[config.mk]
export PLATFORM = sky130hd
export DESIGN_NAME = signal_change_recorder
export DESIGN_NICKNAME = d
export VERILOG_FILES = /design/src/rtl/scr_pkg.sv /design/src/rtl/scr_fifo.sv /design/src/rtl/signal_change_recorder.sv
export SDC_FILE = /design/constraint.sdc
export NUM_CORES = 1
export LEC_CHECK = 0
export ABC_AREA = 1
export ABC_CLOCK_PERIOD_IN_PS = 5070
export CORE_MARGIN = 3
export CORE_UTILIZATION = 44
export DETAILED_ROUTE_END_ITERATION = 6
export HOLD_SLACK_MARGIN = 0.08
export PLACE_DENSITY = 0.66
export SYNTH_ARGS = -nofsm -noshare
export SYNTH_HDL_FRONTEND = slang
export SYNTH_SLANG_ARGS = --single-unit
export TNS_END_PERCENT = 10
[constraint.sdc]
create_clock -name clk -period 5.07 [get_ports clk]
set_input_delay 0.7605 -clock clk [delete_from_list [all_inputs] [get_ports clk]]
set_output_delay 0.7605 -clock clk [all_outputs]
set_load 0.01 [all_outputs]
[src/rtl/scr_pkg.sv]
// rtl/scr_pkg.sv - shared encodings and record layout for the signal change recorder
package scr_pkg;

    localparam int KIND_W = 2;

    localparam logic [KIND_W-1:0] KIND_CHANGE   = 2'd0;
    localparam logic [KIND_W-1:0] KIND_SNAPSHOT = 2'd1;
    localparam logic [KIND_W-1:0] KIND_WRAP     = 2'd2;

    typedef enum logic [1:0] {
        ST_IDLE = 2'd0,
        ST_SNAP = 2'd1,
        ST_RUN  = 2'd2
    } state_e;

    // Record layout for the default configuration; the top packs the same
    // field order {ts, val, mask, kind} at its own parameterised widths.
    localparam int REC_WIDTH = 4;
    localparam int REC_TS_W  = 16;

    typedef struct packed {
        logic [REC_TS_W-1:0]  ts;
        logic [REC_WIDTH-1:0] val;
        logic [REC_WIDTH-1:0] mask;
        logic [KIND_W-1:0]    kind;
    } rec_t;

    function automatic int rec_bits(input int width, input int ts_w);
        return ts_w + 2 * width + KIND_W;
    endfunction

endpackage

[src/rtl/scr_fifo.sv]
// rtl/scr_fifo.sv - first-word-fall-through record FIFO with occupancy count
module scr_fifo
    import scr_pkg::*;
#(
    parameter int DATA_W = 8,
    parameter int DEPTH  = 8
) (
    input  logic                     clk,
    input  logic                     rst_n,
    input  logic                     push_i,
    input  logic [DATA_W-1:0]        push_data_i,
    input  logic                     pop_i,
    output logic [DATA_W-1:0]        rd_data_o,
    output logic                     empty_o,
    output logic                     full_o,
    output logic [$clog2(DEPTH):0]   level_o
);

    localparam int AW = $clog2(DEPTH);

    logic [DATA_W-1:0] mem_q [DEPTH];
    logic [AW-1:0]     wr_ptr_q, rd_ptr_q;
    logic [AW:0]       count_q, count_d;
    logic              do_push, do_pop;

    assign empty_o = (count_q == '0);
    assign full_o  = (count_q == (AW+1)'(DEPTH));
    assign level_o = count_q;

    // A pop in the same cycle frees a slot, so a push on full is still taken.
    assign do_pop  = pop_i && !empty_o;
    assign do_push = push_i && (!full_o || do_pop);

    // Head entry is presented directly; zero when nothing is stored.
    assign rd_data_o = empty_o ? '0 : mem_q[rd_ptr_q];

    // Occupancy follows the push/pop combination of this cycle.
    always_comb begin
        count_d = count_q;
        if (do_push && !do_pop) begin
            count_d = count_q + (AW+1)'(1);
        end else if (do_pop && !do_push) begin
            count_d = count_q - (AW+1)'(1);
        end
    end

    // Storage array needs no reset: empty entries are masked on read.
    always_ff @(posedge clk) begin
        if (do_push) begin
            mem_q[wr_ptr_q] <= push_data_i;
        end
    end

    // Pointers wrap naturally because DEPTH is a power of two.
    always_ff @(posedge clk or negedge rst_n) begin
        if (!rst_n) begin
            wr_ptr_q <= '0;
            rd_ptr_q <= '0;
            count_q  <= '0;
        end else begin
            if (do_push) wr_ptr_q <= wr_ptr_q + AW'(1);
            if (do_pop)  rd_ptr_q <= rd_ptr_q + AW'(1);
            count_q <= count_d;
        end
    end

endmodule

[src/rtl/signal_change_recorder.sv]
// rtl/signal_change_recorder.sv - timestamped change/snapshot/wrap trace of a signal bundle
module signal_change_recorder
    import scr_pkg::*;
#(
    parameter int WIDTH = 4,
    parameter int TS_W  = 16,
    parameter int DEPTH = 8
) (
    input  logic                     clk,
    input  logic                     rst_n,
    input  logic                     en,
    input  logic [WIDTH-1:0]         sig_in,
    output logic                     rec_valid,
    input  logic                     rec_ready,
    output logic [TS_W-1:0]          rec_ts,
    output logic [WIDTH-1:0]         rec_val,
    output logic [WIDTH-1:0]         rec_mask,
    output logic [1:0]               rec_kind,
    output logic                     overflow,
    output logic [7:0]               drop_cnt,
    output logic [$clog2(DEPTH):0]   level
);

    localparam int REC_W = rec_bits(WIDTH, TS_W);

    state_e            state_q, state_d;
    logic [TS_W-1:0]   ts_q, ts_d;
    logic [WIDTH-1:0]  prev_q, prev_d;
    logic [WIDTH-1:0]  diff;
    logic              push;
    logic [TS_W-1:0]   push_ts;
    logic [WIDTH-1:0]  push_mask;
    logic [KIND_W-1:0] push_kind;
    logic [REC_W-1:0]  push_data, rd_data;
    logic              fifo_empty, fifo_full, pop, drop;
    logic              overflow_q;
    logic [7:0]        drop_cnt_q;

    assign diff = sig_in ^ prev_q;

    // Sequencing: IDLE waits for en, SNAP records the baseline, RUN records changes and wraps.
    always_comb begin
        state_d   = state_q;
        ts_d      = ts_q;
        prev_d    = prev_q;
        push      = 1'b0;
        push_ts   = '0;
        push_mask = '0;
        push_kind = KIND_CHANGE;
        case (state_q)
            ST_IDLE: begin
                ts_d = '0;
                if (en) state_d = ST_SNAP;
            end
            ST_SNAP: begin
                push      = 1'b1;
                push_mask = '1;
                push_kind = KIND_SNAPSHOT;
                prev_d    = sig_in;
                // The snapshot is still taken if en drops during this cycle.
                if (en) begin
                    ts_d    = TS_W'(1);
                    state_d = ST_RUN;
                end else begin
                    ts_d    = '0;
                    state_d = ST_IDLE;
                end
            end
            ST_RUN: begin
                if (!en) begin
                    ts_d    = '0;
                    state_d = ST_IDLE;
                end else begin
                    prev_d = sig_in;
                    ts_d   = ts_q + TS_W'(1);
                    // A wrap marker always goes out and absorbs any coincident change.
                    if (ts_q == '0) begin
                        push      = 1'b1;
                        push_mask = diff;
                        push_kind = KIND_WRAP;
                    end else if (diff != '0) begin
                        push      = 1'b1;
                        push_ts   = ts_q;
                        push_mask = diff;
                        push_kind = KIND_CHANGE;
                    end
                end
            end
            default: state_d = ST_IDLE;
        endcase
    end

    // FSM, timestamp and previous-sample registers.
    always_ff @(posedge clk or negedge rst_n) begin
        if (!rst_n) begin
            state_q <= ST_IDLE;
            ts_q    <= '0;
            prev_q  <= '0;
        end else begin
            state_q <= state_d;
            ts_q    <= ts_d;
            prev_q  <= prev_d;
        end
    end

    assign push_data = {push_ts, sig_in, push_mask, push_kind};
    assign pop       = rec_valid && rec_ready;
    assign drop      = push && fifo_full && !pop;

    scr_fifo #(
        .DATA_W (REC_W),
        .DEPTH  (DEPTH)
    ) u_fifo (
        .clk         (clk),
        .rst_n       (rst_n),
        .push_i      (push),
        .push_data_i (push_data),
        .pop_i       (pop),
        .rd_data_o   (rd_data),
        .empty_o     (fifo_empty),
        .full_o      (fifo_full),
        .level_o     (level)
    );

    assign rec_valid = !fifo_empty;
    assign {rec_ts, rec_val, rec_mask, rec_kind} = rd_data;

    // Sticky overflow flag and saturating dropped-record counter.
    always_ff @(posedge clk or negedge rst_n) begin
        if (!rst_n) begin
            overflow_q <= 1'b0;
            drop_cnt_q <= '0;
        end else if (drop) begin
            overflow_q <= 1'b1;
            if (drop_cnt_q != 8'hFF) drop_cnt_q <= drop_cnt_q + 8'd1;
        end
    end

    assign overflow = overflow_q;
    assign drop_cnt = drop_cnt_q;

endmodule

==> results.md, run 1 <==
* Pin count of the biggest net entering global routing at 87
* Initial Util at 45.2%
* Crit Path Max Fanout at 86
* Area of the core at 23800 µm²
* Clock slew at reported path FFs at 0.06 ns
* R2r setup slk at 2.06 ns
* Worst reg2reg endpoint: u_fifo.level_o[3]
* Hold crit path type: primary input to asynchronous set/reset pin
* Max-cap violations at 0
* Arr. time, crit path at 3.41 ns
* Final hold violation count at 0
* Die Area at 26300 µm²
* Hold buffers post-CTS at 0
* Post-CTS sizing at 0
* Std cell rows at 56
* Antenna viol nets, final at 0
* Setup crit start kind: flop
* CTS sink count at 249
* Crit path buffers/inverters at 2
* Leading area contributor after synthesis: edfxtp_1
* Via count at 7072
* Drt pass-1 iters at 5
* Setup Fix Bufs, Post-CTS at 0
* Initial DRC count at 660
* Top cells by area in the synthesized netlist: edfxtp_1, dfrtp_1, nor2_1
* Max IR drop VDD at 0.410 mV
* Post-synth EDFFs at 208
* GRT Util Overall at 18.3%
* DP Area at 11500 µm²
* Most frequent cells in the layout: nor2_1, edfxtp_1, o21ai_0
* Worst path max stage delay at 0.78 ns
* WS Path Type: flop to output port
* Syn nets at 983
* Mapped Cells at 962
* Final Max Tran Viols at 0
* CP required at 4.31 ns
* Inserted Diodes at 0
* Synth warnings at 0
* Sequential-to-total area share from yosys stat at 67.7%
* Number of stages on the worst setup path at 8
* GR Overflow Total at 0
* Chip height at 162 µm
* Most common cell after layout, fill and taps aside: nor2_1
* Outcome: finished, final reports clean
* Die boundary width at 162 µm
* Layout Nets at 1028
* PwrDens at 590 nW/µm²
* CTS tree: built
* TritonCTS Buffers at 24
* Yosys top cell area share at 58.2%
* Total power at 0.00728 W
* RSZ-0062 raised after global routing: false
* Final min period at 4.17 ns
* Boundary Pins at 48
* Ratio of final minimum period to clock period at 82.2%
* Proportion of layout cells with a drive suffix above 1 at 9.08%
* Worst R2R Path Depth at 16
* Wire length per cell at 17.7 µm
* H-tree depth at 1
* Antenna violations before repair at 0
* Seq cells post-synth at 249
* Routability congestion estimate from global placement at 0.834
* Static Leak at 4.46 nW
* Final setup TNS at 0 ns
* Slowest CP cell: buf_4
* Post-Synthesis Mean Instance Area at 11.2 µm²
* First-pass GRT wire length at 38200 µm
* CP Capture Type: output port
* Worst slew pin tran at 1.00 ns
* CP cell instances: buf_4 > nor2_1 > nor2_1 > o21ai_0 > o21ai_1 > o21ai_0 > a31oi_1 > clkdlybuf4s50_1
* Rel. slew slack at 32.5%
* Worst R2R Start: state_q[0]
* Vias per Instance at 5.27
* Latest clock arrival within the worst-skew pair at 0.51 ns
* Netlist cell types at 40
* Ys async rst share at 16.5%
* Crit-path leading delay family: buffers and inverters
* Vias in the first global route at 6958
* Worst-case clock skew at 0.0102 ns
* Post-Route WL at 23800 µm
* Layout area overhead at 14.8%
* Endpoints failing setup at 0
* # port buffers at 47
* Synthesized area at 10700 µm²
* Final worst setup slack at 0.902 ns
* Design Area, Final at 12300 µm²
* Clk buf depth at 3
* Dpl ws at 1.32 ns
* HPWL after DPL at 13500 µm
* Main synth FF type: edfxtp_1
* Clock Root Buffer: clkbuf_16
* Max Clk Rate at 240 MHz
* Final hold slack at 0.403 ns
* Post-route DRC at 0
-- cells in the mapped netlist (2+ instances only) --
cell type	n
a21o_1	2
a21oi_1	9
a31oi_1	26
buf_2	13
buf_4	9
buf_6	3
clkbuf_1	20
dfrtp_1	41
edfxtp_1	208
ha_1	12
inv_1	45
inv_2	7
nand2_1	93
nand2_2	4
nand3_1	11
nand3_2	2
nand3_4	3
nand4_1	9
nor2_1	210
nor2_2	10
nor2_4	2
nor3_1	20
nor3_2	2
o21ai_0	139
o21ai_1	32
o22ai_1	2
o31ai_1	2
xnor2_1	6
xor2_1	9
-- area by class of cell --
cell class	instances	area (µm²)
Multi-Input combinational cell	614	3040
Fill cell	2029	11400
Sequential cell	249	7280
Timing Repair Buffer	65	626
Inverter	53	199
Clock buffer	29	651
Clock inverter	14	139
Tap cell	319	399
-- cell families after synthesis --
family	count (synthesis)	share of synthesized area (%)
and+or+nand+nor	373	15.0
DFF	249	67.7
AOI/OAI and AO/OA	213	10.4
buffers and inverters	99	4.15
xor gates and xnor gates	15	1.22
adders and majority gates	13	1.58
-- sequential cells by signal (all words and copies together), names as in the netlist --
name	flops
u_fifo.level_o	4
overflow	1
ts_q	16
u_fifo.rd_ptr_q	3
u_fifo.mem_q	208
u_fifo.wr_ptr_q	3
prev_q	4
drop_cnt	8
state_q	2
-- worst max-delay path by stage --
stage / end / slack [ns] / start
final: rec_kind[1] / 0.90 / u_fifo.rd_ptr_q[0]
after global routing: rec_kind[1] / 0.68 / u_fifo.rd_ptr_q[0]
after CTS: rec_kind[1] / 0.90 / u_fifo.rd_ptr_q[0]
after detailed placement: u_fifo.level_o[3] / 1.32 / sig_in[2]
after global placement: u_fifo.level_o[3] / 1.41 / sig_in[2]
after floorplan: u_fifo.mem_q[1][0] / 1.43 / en
-- where the power goes --
part           leakage (nW)  switching, W  internal, W
Sequential             2.49      0.000157      0.00256
Combinational          1.58       0.00174      0.00105
Clock                 0.393      0.000718      0.00106
Total                  4.46       0.00261      0.00467
-- layer usage --
| metal | GRT usage, % | vias up | part of all wire (%) |
|---|---|---|---|
| li1 | - | 3437 | - |
| met1 | 25.9 | 3404 | 45 |
| met2 | 30.0 | 197 | 47 |
| met3 | 2.37 | 34 | 5.0 |
| met4 | 5.08 | 0 | 2.2 |
| met5 | 0 | - | 0 |
-- through the flow --
step | util (%) | instances
floorplan | - | 962
global placement | 48.6 | 1300
detailed placement | 48.6 | 1300
CTS | 51.9 | 1343
global route | 51.9 | 1343
finish | 51.9 | 1343
(Power assumes the default switching activity.)
==> run 2: changes to the inputs <==
--- a/config.mk
+++ b/config.mk
@@ -6,7 +6,7 @@
 export NUM_CORES = 1
 export LEC_CHECK = 0
 export ABC_AREA = 1
-export ABC_CLOCK_PERIOD_IN_PS = 5070
+export ABC_CLOCK_PERIOD_IN_PS = 4000
 export CORE_MARGIN = 3
 export CORE_UTILIZATION = 44
 export DETAILED_ROUTE_END_ITERATION = 6
==> constraint.sdc (replaced) <==
create_clock -name clk -period 4 [get_ports clk]
set_input_delay 0.6 -clock clk [delete_from_list [all_inputs] [get_ports clk]]
set_output_delay 0.6 -clock clk [all_outputs]
set_load 0.01 [all_outputs]
==> results.md, run 2 (synthesized netlist as in run 1, its figures left out) <==
* Std cell rows at 56
* Vias in the first global route at 7130
* Register share of total power at 36.7%
* TritonCTS Buffers at 25
* Ratio of final minimum period to clock period at 92.9%
* Drt pass-1 iters at 5
* Max-cap violations at 0
* CP Capture Point: rec_kind[1]
* Worst R2R Path Depth at 14
* Hold crit path type: primary input to asynchronous set/reset pin
* Pin count of the biggest net entering global routing at 80
* Inserted Diodes at 0
* GRT Util Overall at 18.2%
* HPWL after DPL at 13100 µm
* Proportion of layout cells with a drive suffix above 1 at 10.0%
* Vias per Instance at 5.31
* Clk pwr share at 25.5%
* Boundary Pins at 48
* Via count at 7157
* Outcome: finished, final reports clean
* Worst R2R Start: state_q[1]
* Layout Nets at 1033
* RSZ-0062 raised after global routing: false
* First-pass GRT wire length at 38000 µm
* Max Clk Rate at 269 MHz
* Final min period at 3.71 ns
* WS Path Type: flop to output port
* Post-route DRC at 0
* CP required at 3.40 ns
* Clock Root Buffer: clkbuf_16
* Latest clock arrival within the worst-skew pair at 0.53 ns
* PwrDens at 756 nW/µm²
* Static Leak at 4.51 nW
* Worst reg2reg endpoint: u_fifo.level_o[3]
* Worst slew pin tran at 0.957 ns
* Initial DRC count at 587
* Antenna viol nets, final at 0
* Crit Path Max Fanout at 38
* Max IR drop VDD at 0.424 mV
* Worst-case clock skew at 0.0200 ns
* Most common cell after layout, fill and taps aside: nor2_1
* Setup Fix Bufs, Post-CTS at 0
* Setup crit start kind: flop
* Die boundary width at 162 µm
* Post-Route WL at 23700 µm
* Rel. slew slack at 36.2%
* Post-CTS sizing at 0
* GR Overflow Total at 0
* Sw power at 0.00335 W
* Routability congestion estimate from global placement at 0.838
* CTS sink count at 249
* Endpoints failing setup at 0
* Largest Register: u_fifo.mem_q
* Total power at 0.00939 W
* Layout area overhead at 15.7%
* CTS tree: built
* Area of the core at 23800 µm²
* CP Capture Type: output port
* Wire length per cell at 17.6 µm
* Final hold violation count at 0
* Clk buf depth at 3
* Final setup TNS at 0 ns
* Most frequent cells in the layout: nor2_1, edfxtp_1, o21ai_0
* Setup crit start: u_fifo.rd_ptr_q[0]
* H-tree depth at 1
* Arr. time, crit path at 3.11 ns
* Combinational share of power at 37.8%
* Final Max Tran Viols at 0
* Initial Util at 45.2%
* Hold buffers post-CTS at 0
* Int Power at 0.00604 W
* Die Area at 26300 µm²
* # port buffers at 47
* R2r setup slk at 1.04 ns
* Largest register FFs at 208
* Chip height at 162 µm
* Switching portion of total power at 35.6%
* Clock slew at reported path FFs at 0.06 ns
* Antenna violations before repair at 0
==> run 2: area by class of cell <==
type                    instances  area (µm²)
fillers                      2015       11300
multi-input cells             614        3040
clock buffers                  30         664
well taps                     319         399
repair buffers                 69         656
flip-flops and latches        249        7280
clock inverters                15         184
inverters                      53         199
==> run 2: worst min path at each step <==
stage	endpoint	slack, ns
2_1_floorplan	drop_cnt[0]	0.30
3_3_place_gp	overflow	0.47
3_5_place_dp	overflow	0.47
4_1_cts	ts_q[9]	0.26
5_1_grt	state_q[1]	0.31
6_report	ts_q[9]	0.23
==> run 2: worst max-delay path, stage by stage (launching register included) <==
cell and delay (ns):
dfrtp_4 0.73, buf_4 0.41, nor2_1 0.08, nor2_1 0.08
o21ai_0 0.08, o21ai_1 0.10, o21ai_0 0.09, a31oi_1 0.37
clkdlybuf4s50_1 0.62
==> run 2: routing by layer <==
layer	wire, µm	GRT usage (%)
met1	10500	24.5
met2	11400	30.7
met3	1260	2.83
met4	521	5.74
met5	0	0
==> run 2: through the flow <==
step / worst slack [ns] / area, µm² / cells / hold WS [ns] / util [%]
6_report: 0.285 / 12400 / 1349 / 0.228 / 52.3
5_1_grt: 0.0732 / 12400 / 1349 / 0.315 / 52.3
4_1_cts: 0.297 / 12400 / 1349 / 0.261 / 52.3
3_5_place_dp: 0.419 / 11600 / 1304 / 0.471 / 48.7
3_3_place_gp: 0.503 / 11600 / 1304 / 0.472 / 48.7
2_1_floorplan: 0.438 / 10700 / 962 / 0.304 / -
==> run 2: power groups by stage <==
stage	registers [W]	clock network [W]	logic [W]
2_1_floorplan	0.00341	0	0.00225
3_3_place_gp	0.00349	0	0.00353
3_5_place_dp	0.00349	0	0.00358
4_1_cts	0.00344	0.00243	0.00360
5_1_grt	0.00348	0.00254	0.00398
6_report	0.00344	0.00239	0.00355
==> run 3: changes to the inputs <==
--- a/config.mk
+++ b/config.mk
@@ -9,6 +9,7 @@
 export ABC_CLOCK_PERIOD_IN_PS = 4000
 export CORE_MARGIN = 3
 export CORE_UTILIZATION = 44
+export CTS_CLUSTER_DIAMETER = 60
 export DETAILED_ROUTE_END_ITERATION = 6
 export HOLD_SLACK_MARGIN = 0.08
 export PLACE_DENSITY = 0.66
==> results of run 3 <==
No change in the layout: final DEF, timing and power equal those of run 2.
